`config.mk`:
```
export PLATFORM = sky130hd
export DESIGN_NAME = arch_map_retire_flat
export DESIGN_NICKNAME = d
export VERILOG_FILES = /design/src/rtl/arch_map_retire_pkg.sv /design/src/rtl/arch_map_retire_if.sv /design/src/rtl/arch_map_bypass.sv /design/src/rtl/arch_map_retire.sv /design/src/flat_wrapper.sv
export SDC_FILE = /design/constraint.sdc
export NUM_CORES = 1
export LEC_CHECK = 0
export ABC_CLOCK_PERIOD_IN_PS = 3700
export BUFFER_PORTS_ARGS = -buffer_cell sky130_fd_sc_hd__buf_2
export CAP_MARGIN = 5
export CELL_PAD_IN_SITES_DETAIL_PLACEMENT = 1
export CELL_PAD_IN_SITES_GLOBAL_PLACEMENT = 1
export CORE_ASPECT_RATIO = 2
export CORE_MARGIN = 1
export CORE_UTILIZATION = 31
export DETAILED_ROUTE_END_ITERATION = 6
export GPL_TIMING_DRIVEN = 0
export PLACE_DENSITY = 0.58
export SLEW_MARGIN = 10
export SYNTH_ARGS = -nofsm -noshare
export SYNTH_HDL_FRONTEND = slang
export SYNTH_SLANG_ARGS = --single-unit
```
`constraint.sdc`:
```
create_clock -name clk -period 3.7 [get_ports clk]
set_clock_uncertainty 0.05 [all_clocks]
set_input_delay 1.11 -clock clk [delete_from_list [all_inputs] [get_ports clk]]
set_output_delay 1.11 -clock clk [all_outputs]
set_load 0.02 [all_outputs]
```
`src/rtl/arch_map_retire_pkg.sv`:
```
// Shared sizing, tag types and restore-walk state encoding for the retire-side
// architectural map table and its bypass helper.
package arch_map_retire_pkg;

  localparam int SIZE_LOGICAL      = 32;
  localparam int SIZE_LOGICAL_LOG  = 5;
  localparam int SIZE_PHYSICAL_LOG = 7;
  localparam int SIZE_PHYSICAL     = 1 << SIZE_PHYSICAL_LOG;
  localparam int COMMIT_WIDTH      = 4;

  typedef logic [SIZE_LOGICAL_LOG-1:0]  logIdx_t;
  typedef logic [SIZE_PHYSICAL_LOG-1:0] phyTag_t;

  localparam logic [0:0] WALK_IDLE = 1'b0;
  localparam logic [0:0] WALK_RUN  = 1'b1;

endpackage

```
`src/rtl/arch_map_retire_if.sv`:
```
// Commit, free-list and rename-map restore lanes between the retire pipeline
// (master) and the architectural map table (slave).
interface arch_map_retire_if;
  import arch_map_retire_pkg::*;

  logic [COMMIT_WIDTH-1:0] commitValid_i;
  logic [COMMIT_WIDTH-1:0] commitHasDest_i;
  logIdx_t [COMMIT_WIDTH-1:0] commitLogDest_i;
  phyTag_t [COMMIT_WIDTH-1:0] commitPhyDest_i;

  logic [COMMIT_WIDTH-1:0] freeValid_o;
  phyTag_t [COMMIT_WIDTH-1:0] freeReg_o;

  logic [COMMIT_WIDTH-1:0] rmtWrEn_o;
  logIdx_t [COMMIT_WIDTH-1:0] rmtWrAddr_o;
  phyTag_t [COMMIT_WIDTH-1:0] rmtWrData_o;

  modport master (
    output commitValid_i, commitHasDest_i, commitLogDest_i, commitPhyDest_i,
    input  freeValid_o, freeReg_o, rmtWrEn_o, rmtWrAddr_o, rmtWrData_o
  );

  modport slave (
    input  commitValid_i, commitHasDest_i, commitLogDest_i, commitPhyDest_i,
    output freeValid_o, freeReg_o, rmtWrEn_o, rmtWrAddr_o, rmtWrData_o
  );

endinterface

```
`src/rtl/arch_map_bypass.sv`:
```
// Intra-group forwarding for one commit group: previous mapping per lane and
// the youngest writer of each logical register.
module arch_map_bypass
  import arch_map_retire_pkg::*;
(
  input  logic [COMMIT_WIDTH-1:0]    laneActive_i,
  input  logIdx_t [COMMIT_WIDTH-1:0] logDest_i,
  input  phyTag_t [COMMIT_WIDTH-1:0] phyDest_i,
  input  phyTag_t [COMMIT_WIDTH-1:0] amtRd_i,
  output phyTag_t [COMMIT_WIDTH-1:0] oldMap_o,
  output logic [SIZE_LOGICAL-1:0]    logWrEn_o,
  output phyTag_t [SIZE_LOGICAL-1:0] logWrData_o
);

  // Later lanes overwrite earlier ones, so the youngest match always wins.
  always_comb begin
    oldMap_o    = amtRd_i;
    logWrEn_o   = '0;
    logWrData_o = '0;
    for (int k = 0; k < COMMIT_WIDTH; k++) begin
      for (int j = 0; j < k; j++) begin
        if (laneActive_i[j] && (logDest_i[j] == logDest_i[k])) begin
          oldMap_o[k] = phyDest_i[j];
        end
      end
      if (laneActive_i[k]) begin
        logWrEn_o[logDest_i[k]]   = 1'b1;
        logWrData_o[logDest_i[k]] = phyDest_i[k];
      end
    end
  end

endmodule

```
`src/rtl/arch_map_retire.sv`:
```
// Retire-side architectural map table: frees superseded tags and streams the
// map back to rename on recovery. Optional live-tag checker: AMT_FREE_CHECK_EN.
module arch_map_retire
  import arch_map_retire_pkg::*;
(
  input  logic                   clk,
  input  logic                   reset_n,
  input  logic                   recoverFlag_i,
  arch_map_retire_if.slave       amtIf,
  output logic                   restoreBusy_o,
  output logic                   amtError_o
);

  localparam logIdx_t LAST_IDX = logIdx_t'(SIZE_LOGICAL - COMMIT_WIDTH);

  phyTag_t [SIZE_LOGICAL-1:0] amt_q;
  logic [COMMIT_WIDTH-1:0]    laneActive;
  phyTag_t [COMMIT_WIDTH-1:0] amtRd;
  phyTag_t [COMMIT_WIDTH-1:0] oldMap;
  logic [SIZE_LOGICAL-1:0]    logWrEn;
  phyTag_t [SIZE_LOGICAL-1:0] logWrData;

  logic [COMMIT_WIDTH-1:0]    freeValid_q;
  phyTag_t [COMMIT_WIDTH-1:0] freeReg_q, freeReg_d;
  logic [0:0]                 state_q, state_d;
  logIdx_t                    idx_q, idx_d;

  assign laneActive = amtIf.commitValid_i & amtIf.commitHasDest_i;

  always_comb begin
    for (int k = 0; k < COMMIT_WIDTH; k++) begin
      amtRd[k] = amt_q[amtIf.commitLogDest_i[k]];
    end
  end

  arch_map_bypass uBypass (
    .laneActive_i (laneActive),
    .logDest_i    (amtIf.commitLogDest_i),
    .phyDest_i    (amtIf.commitPhyDest_i),
    .amtRd_i      (amtRd),
    .oldMap_o     (oldMap),
    .logWrEn_o    (logWrEn),
    .logWrData_o  (logWrData)
  );

  always_comb begin
    for (int k = 0; k < COMMIT_WIDTH; k++) begin
      freeReg_d[k] = laneActive[k] ? oldMap[k] : '0;
    end
  end

  // A new recover pulse always restarts from entry 0, even mid-walk.
  always_comb begin
    state_d = state_q;
    idx_d   = idx_q;
    if (recoverFlag_i) begin
      state_d = WALK_RUN;
      idx_d   = '0;
    end else if (state_q == WALK_RUN) begin
      idx_d = idx_q + logIdx_t'(COMMIT_WIDTH);
      if (idx_q == LAST_IDX) begin
        state_d = WALK_IDLE;
        idx_d   = '0;
      end
    end
  end

  always_comb begin
    amtIf.rmtWrEn_o   = '0;
    amtIf.rmtWrAddr_o = '0;
    amtIf.rmtWrData_o = '0;
    if (state_q == WALK_RUN) begin
      for (int k = 0; k < COMMIT_WIDTH; k++) begin
        amtIf.rmtWrEn_o[k]   = 1'b1;
        amtIf.rmtWrAddr_o[k] = idx_q + logIdx_t'(k);
        amtIf.rmtWrData_o[k] = amt_q[idx_q + logIdx_t'(k)];
      end
    end
  end

  always_ff @(posedge clk or negedge reset_n) begin
    if (!reset_n) begin
      for (int i = 0; i < SIZE_LOGICAL; i++) begin
        amt_q[i] <= phyTag_t'(i);
      end
      freeValid_q <= '0;
      freeReg_q   <= '0;
      state_q     <= WALK_IDLE;
      idx_q       <= '0;
    end else begin
      for (int i = 0; i < SIZE_LOGICAL; i++) begin
        if (logWrEn[i]) begin
          amt_q[i] <= logWrData[i];
        end
      end
      freeValid_q <= laneActive;
      freeReg_q   <= freeReg_d;
      state_q     <= state_d;
      idx_q       <= idx_d;
    end
  end

  assign amtIf.freeValid_o = freeValid_q;
  assign amtIf.freeReg_o   = freeReg_q;
  assign restoreBusy_o     = (state_q == WALK_RUN);

`ifdef AMT_FREE_CHECK_EN
  logic [SIZE_PHYSICAL-1:0] live_q, live_d;
  logic                     amtError_q, errNow;

  // Lanes are applied in age order so a tag allocated and freed in one group
  // is seen as live by the younger lane.
  always_comb begin
    live_d = live_q;
    errNow = 1'b0;
    for (int k = 0; k < COMMIT_WIDTH; k++) begin
      if (laneActive[k]) begin
        if (!live_d[oldMap[k]]) errNow = 1'b1;
        live_d[oldMap[k]] = 1'b0;
        if (live_d[amtIf.commitPhyDest_i[k]]) errNow = 1'b1;
        live_d[amtIf.commitPhyDest_i[k]] = 1'b1;
      end
    end
  end

  always_ff @(posedge clk or negedge reset_n) begin
    if (!reset_n) begin
      for (int i = 0; i < SIZE_PHYSICAL; i++) begin
        live_q[i] <= (i < SIZE_LOGICAL);
      end
      amtError_q <= 1'b0;
    end else begin
      live_q     <= live_d;
      amtError_q <= amtError_q | errNow;
    end
  end

  assign amtError_o = amtError_q;
`else
  assign amtError_o = 1'b0;
`endif

endmodule

```
`src/flat_wrapper.sv`:
```
// flat-port wrapper written by rule: the top's interface ports become plain ports
module arch_map_retire_flat import arch_map_retire_pkg::*;
  (clk, reset_n, recoverFlag_i, restoreBusy_o, amtError_o, amtIf_commitValid_i, amtIf_commitHasDest_i, amtIf_commitLogDest_i, amtIf_commitPhyDest_i, amtIf_freeValid_o, amtIf_freeReg_o, amtIf_rmtWrEn_o, amtIf_rmtWrAddr_o, amtIf_rmtWrData_o);
  arch_map_retire_if amtIf_i ();
  input  logic clk;
  input  logic reset_n;
  input  logic recoverFlag_i;
  output logic restoreBusy_o;
  output logic amtError_o;
  input wire logic [$bits(amtIf_i.commitValid_i)-1:0] amtIf_commitValid_i;
  input wire logic [$bits(amtIf_i.commitHasDest_i)-1:0] amtIf_commitHasDest_i;
  input wire logic [$bits(amtIf_i.commitLogDest_i)-1:0] amtIf_commitLogDest_i;
  input wire logic [$bits(amtIf_i.commitPhyDest_i)-1:0] amtIf_commitPhyDest_i;
  output wire logic [$bits(amtIf_i.freeValid_o)-1:0] amtIf_freeValid_o;
  output wire logic [$bits(amtIf_i.freeReg_o)-1:0] amtIf_freeReg_o;
  output wire logic [$bits(amtIf_i.rmtWrEn_o)-1:0] amtIf_rmtWrEn_o;
  output wire logic [$bits(amtIf_i.rmtWrAddr_o)-1:0] amtIf_rmtWrAddr_o;
  output wire logic [$bits(amtIf_i.rmtWrData_o)-1:0] amtIf_rmtWrData_o;
  assign amtIf_i.commitValid_i = amtIf_commitValid_i;
  assign amtIf_i.commitHasDest_i = amtIf_commitHasDest_i;
  assign amtIf_i.commitLogDest_i = amtIf_commitLogDest_i;
  assign amtIf_i.commitPhyDest_i = amtIf_commitPhyDest_i;
  assign amtIf_freeValid_o = amtIf_i.freeValid_o;
  assign amtIf_freeReg_o = amtIf_i.freeReg_o;
  assign amtIf_rmtWrEn_o = amtIf_i.rmtWrEn_o;
  assign amtIf_rmtWrAddr_o = amtIf_i.rmtWrAddr_o;
  assign amtIf_rmtWrData_o = amtIf_i.rmtWrData_o;
  arch_map_retire u_core (.clk(clk), .reset_n(reset_n), .recoverFlag_i(recoverFlag_i), .amtIf(amtIf_i), .restoreBusy_o(restoreBusy_o), .amtError_o(amtError_o));
endmodule
```
==> qor.csv, run 1 <==
metric,value,unit
synthesis-stage register bit count,260,
worst slack at placement,-1.26,ns
Mapped Cells,2622,
Netlist Area Pre-Place,26000,sq um
detailed placement HPWL,193000,um
clock buffer depth,3,
Error,[ERROR GRT-0116] Global routing finished with congestion. Check the congestion regions in the DRC Viewer.,
Placement Cell Area,28200,sq um
Unique masters post-synth,90,
first-pass GRT wire length,412000,um
cts bufs inserted,30,
post-synthesis sequential area ratio,0.254,
number of synthesized flops with an enable pin,0,
most instantiated cells after synthesis,"248 x mux4_2, 198 x nor2_1, 195 x o21ai_0",
status,aborted with a tool error,
Die Ht,411,um
FP Rows,149,
vias in the first global route,37300,
die width,207,um
Total Routing Usage GR,0.704,
Sink Count,260,
Avg Inst Size Synth,9.91,sq um
yosys warns,0,
Synth area leader,mux4_2,
Area contributors post-synth,"mux4_2 21%, dfrtp_1 17%, dfstp_2 8.1%",
GP Congestion,1.20,
PortBufs,114,
last stage reached,global routing (5_1_grt),
ys flop type,dfrtp_1,
root buffer cell,clkbuf_16,
Overflow after GRT,335,
largest net degree at the start of global routing,104,
# IOs,145,
H-tree Lvls,1,
Synth top area share,0.215,
Async SR Flop Fraction,1.00,
cell with the most instances after synthesis,mux4_2,
CTS Hold Bufs,0,
Starting Density,0.314,
timing repair:
action,4_1_cts
endpoints found under the setup margin,79
cloned,1
buffers inserted,11
gates resized for setup,88
pin swaps,3
kinds of logic after synthesis:
logic type	Yosys count	synth area share
AO/OA/AOI/OAI	973	0.281
XOR/XNOR	30	0.0101
adder cells (fa/ha/maj)	3	0.00144
buffers and inverters	339	0.0642
flip-flops	260	0.254
multiplexers	350	0.254
other	1	0.000144
AND/OR/NAND/NOR	666	0.135
layer usage:
layer,track usage,overflow
met3,0.514,2
met1,0.743,0
met2,0.866,207
met4,0.683,126
met5,0.115,0
through the flow:
step,utilization,std cells
floorplan,-,2626
detailed placement,0.341,3809
global placement,0.337,3797
CTS,0.357,3874
==> run 2, diff against run 1 <==
Settings changed: CELL_PAD_IN_SITES_DETAIL_PLACEMENT 1 to default, CELL_PAD_IN_SITES_GLOBAL_PLACEMENT 1 to default, CORE_ASPECT_RATIO 2 to default, CORE_UTILIZATION 31 to 20, PLACE_DENSITY 0.58 to default, PLACE_DENSITY_LB_ADDON from default to 0.15.
==> run 2 against run 1 <==
Against the previous run:
- synthesized cell count is the same
- the flow now finishes, with violations (DRC, capacitance limit, slew limit, setup timing)
- area after synthesis is the same
==> qor.csv, run 2 <==
metric,value,unit
initial drt markers,5912,
Async SR Flop Fraction,1.00,
FP Rows,131,
# DRC,15,
Adder-Cell Fraction of Synth Area,0.00144,
post-route setup slack,-0.163,ns
full die area,131000,sq um
root buffer cell,clkbuf_16,
Crit Path Max Fanout,8,
detailed placement HPWL,182000,um
cts bufs inserted,39,
Fmax,0.259,GHz
PortBufs,114,
Post-Synth XOR/XNOR Area,0.0101,
CP Capture Point,u_core.amt_q[197],
WS Path Type,in -> reg,
Final nets,2869,
worst path arrival time,4.31,ns
WL per Instance,52.9,um
Starting Density,0.203,
mux cell area share after synthesis,0.254,
Die Ht,362,um
crit path from,amtIf_commitHasDest_i[2],
min cycle time layout,3.86,ns
vias,31100,
R2R Path Start,u_core.amt_q[90],
vias in the first global route,28200,
H-tree Lvls,2,
largest net degree at the start of global routing,89,
PwrDens,563,nW/um^2
status,"complete, but fails checks",
Unique masters post-synth,90,
reg2reg setup slack,0.81,ns
die width,362,um
Pins Over Slew Limit,22,
Sink Count,260,
Worst Path Required,4.15,ns
hold crit path type,in -> async,
drt pass-1 iters,7,
failing checks,"DRC, capacitance limit, slew limit, setup timing",
compound-cell area share of the yosys netlist,0.281,
DR vias/cell,6.77,
simple-gate share of the synthesized area,0.135,
GP Congestion,1.04,
post-synthesis sequential area ratio,0.254,
Slew @ Worst Pin,1.52,ns
period utilization,1.04,
Critical Path Start Type,primary input,
clock buffer depth,3,
antenna violations before repair,42,
Area contributors post-synth,"mux4_2 21%, dfrtp_1 17%, dfstp_2 8.1%",
antenna-violating nets left,0,
Max-slew headroom,-0.0135,
Final Util,0.242,
synthesis-stage register bit count,260,
# setup viols final,17,
most instantiated cells after synthesis,"248 x mux4_2, 198 x nor2_1, 195 x o21ai_0",
"commonest non-fill, non-tap cell in the layout",mux4_2,
number of synthesized flops with an enable pin,0,
yosys warns,0,
final WL,243000,um
Mapped Cells,2622,
Worst setup EP type,flip-flop,
Core ar.,128000,sq um
CTS tree,yes,
cell with the most instances after synthesis,mux4_2,
# IOs,145,
Synth top area share,0.215,
Reg-to-Reg End,u_core.amtIf.freeReg_o[27],
final number of hold-violating endpoints,0,
Synth area leader,mux4_2,
leak pwr,0.0109,uW
Skew-Pair Late Insertion Delay,0.64,ns
share of cells above drive strength 1,0.312,
max FFs per register,224,
Avg Inst Size Synth,9.91,sq um
Sum Neg Setup Slack,-1.13,ns
first-pass GRT wire length,308000,um
"commonest cells after routing, fill and taps aside","248 x mux4_2, 199 x buf_2, 195 x o21ai_0",
FF-to-FF path depth,6,
main combinational cell family by area after synthesis,compound AO/OA/AOI/OAI gates,
VDD IR max,0.317,mV
maxcap violations,2,
Total Routing Usage GR,0.360,
Worst-path clk slew,0.06,ns
Layout area overhead,19.3,%
Netlist Area Pre-Place,26000,sq um
Overflow after GRT,0,
Biggest register,u_core.amt_q,
ys flop type,dfrtp_1,
unrepaired setup endpoints after global routing,yes,
[run 2: worst min path at each step]
stage	from	endpoint	cells after the start
5_1_grt	reset_n	u_core.amtIf.freeReg_o[16]	1
3_3_place_gp	u_core.amt_q[147]	u_core.amt_q[147]	2
6_report	reset_n	u_core.amtIf.freeReg_o[16]	1
2_1_floorplan	u_core.amt_q[78]	u_core.amt_q[78]	2
4_1_cts	reset_n	u_core.amtIf.freeReg_o[16]	1
3_5_place_dp	u_core.amt_q[147]	u_core.amt_q[147]	2
[run 2: kinds of logic (layout without fill, tap and decap cells)]
logic type / count (synthesis) / in the layout
multiplexers: 350 / 350
other: 1 / 34
AND/OR/NAND/NOR: 666 / 666
adder cells (fa/ha/maj): 3 / 3
flip-flops: 260 / 260
buffers and inverters: 339 / 551
AO/OA/AOI/OAI: 973 / 973
XOR/XNOR: 30 / 30
[run 2: metrics by stage]
step	hold WS [ns]	power, uW	worst slack, ns	cells	instance area [sq um]
2_1_floorplan	0.429	8050	0.649	2626	26000
3_3_place_gp	0.516	12700	-4.37	4469	28700
3_5_place_dp	0.494	12600	-1.15	4489	29200
4_1_cts	0.250	16700	-0.0809	4564	30700
5_1_grt	0.273	17200	-0.0579	4568	30900
6_report	0.265	17400	-0.163	4596	31000
[run 2: report_power, final]
part           leakage (uW)  switching [uW]  total, uW  internal, uW
clock              0.000632            1700       3980          2280
combinational       0.00715            3330       5970          2650
sequential          0.00311            3710       7490          3780
total                0.0109            8740      17400          8710
[run 2: critical path, stage by stage]
cell and delay, ns:
buf_2 0.18, nand2_1 0.23, or3_1 0.36, clkbuf_1 0.42, nor2_1 1.24, a221oi_1 0.40
a221o_1 0.35
[run 2: area by class of cell]
type / count / area (sq um)
buffer: 324 / 1780
inverter: 12 / 45.0
clock inverter: 21 / 213
fill: 14000 / 97200
clock buffer: 51 / 1080
timing repair buffer: 143 / 1030
sequential: 260 / 6610
tap: 1729 / 2160
multi-input combinational: 2027 / 18000
antenna: 29 / 72.6
[run 2: layer usage]
layer	vias to the layer above	global-route usage	part of all wire
li1	11200	-	-
met1	15900	0.460	0.39
met2	3145	0.494	0.39
met3	814	0.126	0.13
met4	4	0.270	0.092
met5	-	0	0.00012
[run 2: repair_timing]
action / 4_1_cts / 5_1_grt
gates resized for setup: 61 / 23
hold buffers: 0 / 0
pin swaps: 1 / 1
setup buffers: 5 / 3
setup endpoints to repair: 71 / 70
cloned: 0 / 1
Power figures use the tool's default switching activity.
==> run 3, diff against run 2 <==
Settings changed: ABC_AREA from default to 1.
==> run 3 against run 2 <==
Against the previous run:
- the flow finishes with violations (capacitance limit, slew limit, setup timing)
- first-iteration DRC count is 13% higher
- global-route usage increased by 7.1 points
- utilization shrank 0.13 points
- power is 5.7% higher
- combinational power up 12%
- non-clock buffer count is 19 lower
- register-to-register slack about the same
- die area increased by 8.1%
- via count grew 35%
- hold slack improved by 0.031 ns
- critical path type unchanged
==> qor.csv, run 3 <==
metric,value,unit
status,"complete, but fails checks",
failing checks,"capacitance limit, slew limit, setup timing",
VDD IR max,0.295,mV
initial drt markers,6670,
Core ar.,140000,sq um
Critical Path Start Type,primary input,
Worst path max stage delay,0.60,ns
clock buffer depth,3,
leak pwr,0.0155,uW
grt met1 use,0.543,
post-synthesis sequential area ratio,0.235,
post-route setup slack,-0.205,ns
max FFs per register,224,
Fmax,0.256,GHz
Placement Cell Area,31300,sq um
Crit Path Max Fanout,10,
M2 GR Usage,0.628,
H-tree Lvls,2,
number of synthesized flops with an enable pin,0,
DR vias/cell,5.92,
most instantiated cells after synthesis,"1718 x nand2_1, 453 x a21oi_1, 445 x nor2_1",
Worst-path clk slew,0.05,ns
M3 GR Usage,0.101,
Pins Over Slew Limit,21,
Netlist Area Pre-Place,28100,sq um
family with the most delay on the worst path,buffers and inverters,
Total Routing Usage GR,0.432,
Mapped Cells,4974,
antenna violations before repair,42,
largest net degree at the start of global routing,81,
ys flop type,dfrtp_1,
# DRC,0,
PortBufs,112,
min cycle time layout,3.91,ns
# IOs,145,
total power,18400,uW
hold crit path type,in -> async,
final WL,316000,um
yosys warns,0,
Overflow after GRT,0,
synthesis-stage register bit count,260,
CTS Hold Bufs,0,
Final Util,0.241,
vias in the first global route,37800,
CP Buf/Inv Count,3,
cell with the most instances after synthesis,nand2_1,
drt pass-1 iters,6,
"commonest cells after routing, fill and taps aside","1708 x nand2_1, 444 x nor2_1, 433 x a21oi_1",
Async SR Flop Fraction,1.00,
Worst Path Required,4.13,ns
vias,41800,
full die area,142000,sq um
Layout area overhead,19.4,%
cts bufs inserted,41,
root buffer cell,clkbuf_16,
Sink Count,260,
unrepaired setup endpoints after global routing,yes,
worst path arrival time,4.34,ns
Worst setup EP type,flip-flop,
PwrDens,549,nW/um^2
Die Ht,377,um
design area,33600,sq um
GP Congestion,1.07,
share of cells above drive strength 1,0.136,
WL per Instance,44.7,um
WS Path Type,in -> reg,
GRT Max-Usage Layer,met2,
FP Rows,137,
Synth area leader,nand2_1,
first-pass GRT wire length,399000,um
CTS tree,yes,
worst path cell trace,"buf_2, nor2_2, inv_1, clkbuf_2, o22ai_1, o21ai_0, nand2_1, nor2_1, a21oi_1",
die width,377,um
Final nets,5210,
Starting Density,0.201,
Slew @ Worst Pin,1.54,ns
antenna-violating nets left,0,
maxcap violations,2,
final number of hold-violating endpoints,0,
Max-slew headroom,-0.0282,
"Slowest-stage cell, CP",clkbuf_2,
period utilization,1.06,
Synth top area share,0.229,
Unique masters post-synth,43,
Skew-Pair Late Insertion Delay,0.68,ns
# setup viols final,34,
Biggest register,u_core.amt_q,
Avg Inst Size Synth,5.65,sq um
detailed placement HPWL,249000,um
Area contributors post-synth,"nand2_1 23%, dfrtp_1 16%, a21oi_1 8.1%",
"commonest non-fill, non-tap cell in the layout",nand2_1,
worst slack at placement,-1.37,ns
[run 3: cell count changes after synthesis, moves of 137 or more]
cell / previous run / this run
o21ai_0: 195 / 444
nor2_1: 198 / 445
inv_1: 10 / 308
nand3_1: 25 / 381
a21oi_1: 91 / 453
o211ai_1: 2 / 170
a221o_1: 137 / 0
nand2_1: 167 / 1718
mux4_2: 248 / 0
[run 3: report_power, final]
part | leakage, uW | internal [uW] | switching, uW
registers | 0.00307 | 3770 | 3570
logic | 0.0117 | 1740 | 4960
clock network | 0.000689 | 2520 | 1870
[run 3: cells by family after synthesis]
group,after synthesis,share of synthesized area
compound gates,1345,0.273
fa+ha+maj,3,0.00134
buf+inv,702,0.100
flops,260,0.235
other cells,1,0.000133
simple gates,2663,0.390
[run 3: cell type report]
type | instances | area, sq um
Fill cell | 16400 | 106000
Multi-Input combinational cell | 4016 | 19100
Sequential cell | 260 | 6620
Tap cell | 1876 | 2350
Buffer | 319 | 1690
Inverter | 381 | 1460
Clock buffer | 56 | 1130
Timing Repair Buffer | 129 | 853
Clock inverter | 19 | 292
Antenna cell | 14 | 35.0
[run 3: timing repair]
action | in CTS | in global routing
pin swaps | 5 | 10
cloned | 0 | 2
setup endpoints to repair | 121 | 75
gates resized for setup | 214 | 121
buffers inserted | 0 | 9
[run 3: final timing paths]
check	startpoint	end	slack (ns)	depth (start not counted)
worst max-delay path	amtIf_commitLogDest_i[0]	u_core.amtIf.freeReg_o[5]	-0.21	9
worst min-delay path	reset_n	u_core.idx_q[4]	0.30	1
worst max register to register	u_core.amt_q[153]	u_core.amtIf.freeReg_o[27]	0.81	10
worst min register to register	u_core.amt_q[108]	u_core.amt_q[108]	0.47	2
max in group asynchronous	reset_n	u_core.amt_q[30]	2.03	3
min in group clk	u_core.amt_q[108]	u_core.amt_q[108]	0.47	2
[run 3: stage by stage]
stage	hold slack (ns)	TNS, ns	std cells
floorplan	0.421	0	4978
global placement	0.455	-1240.09	6966
detailed placement	0.458	-172.42	6972
CTS	0.326	-0.691	7045
global route	0.338	-0.131	7056
finish	0.297	-2.35	7070
[run 3: worst register-to-register path: stages (launching register included)]
cell	delay (ns)
dfrtp_1	0.92
nand2_1	0.12
nand2_1	0.09
nand2_1	0.06
nand2_1	0.10
nand2_1	0.05
nand2_1	0.46
nor2_1	0.11
nand3_1	0.44
nand2_1	0.16
a21oi_1	0.21
[run 3: routing by layer]
metal  wire length, um  vias up  share of wire
met2            129000     3160           0.41
li1                  -    17000              -
met3             30900      936          0.098
met1            125000    20700           0.40
met5               144        -        0.00046
met4             30600       16          0.097
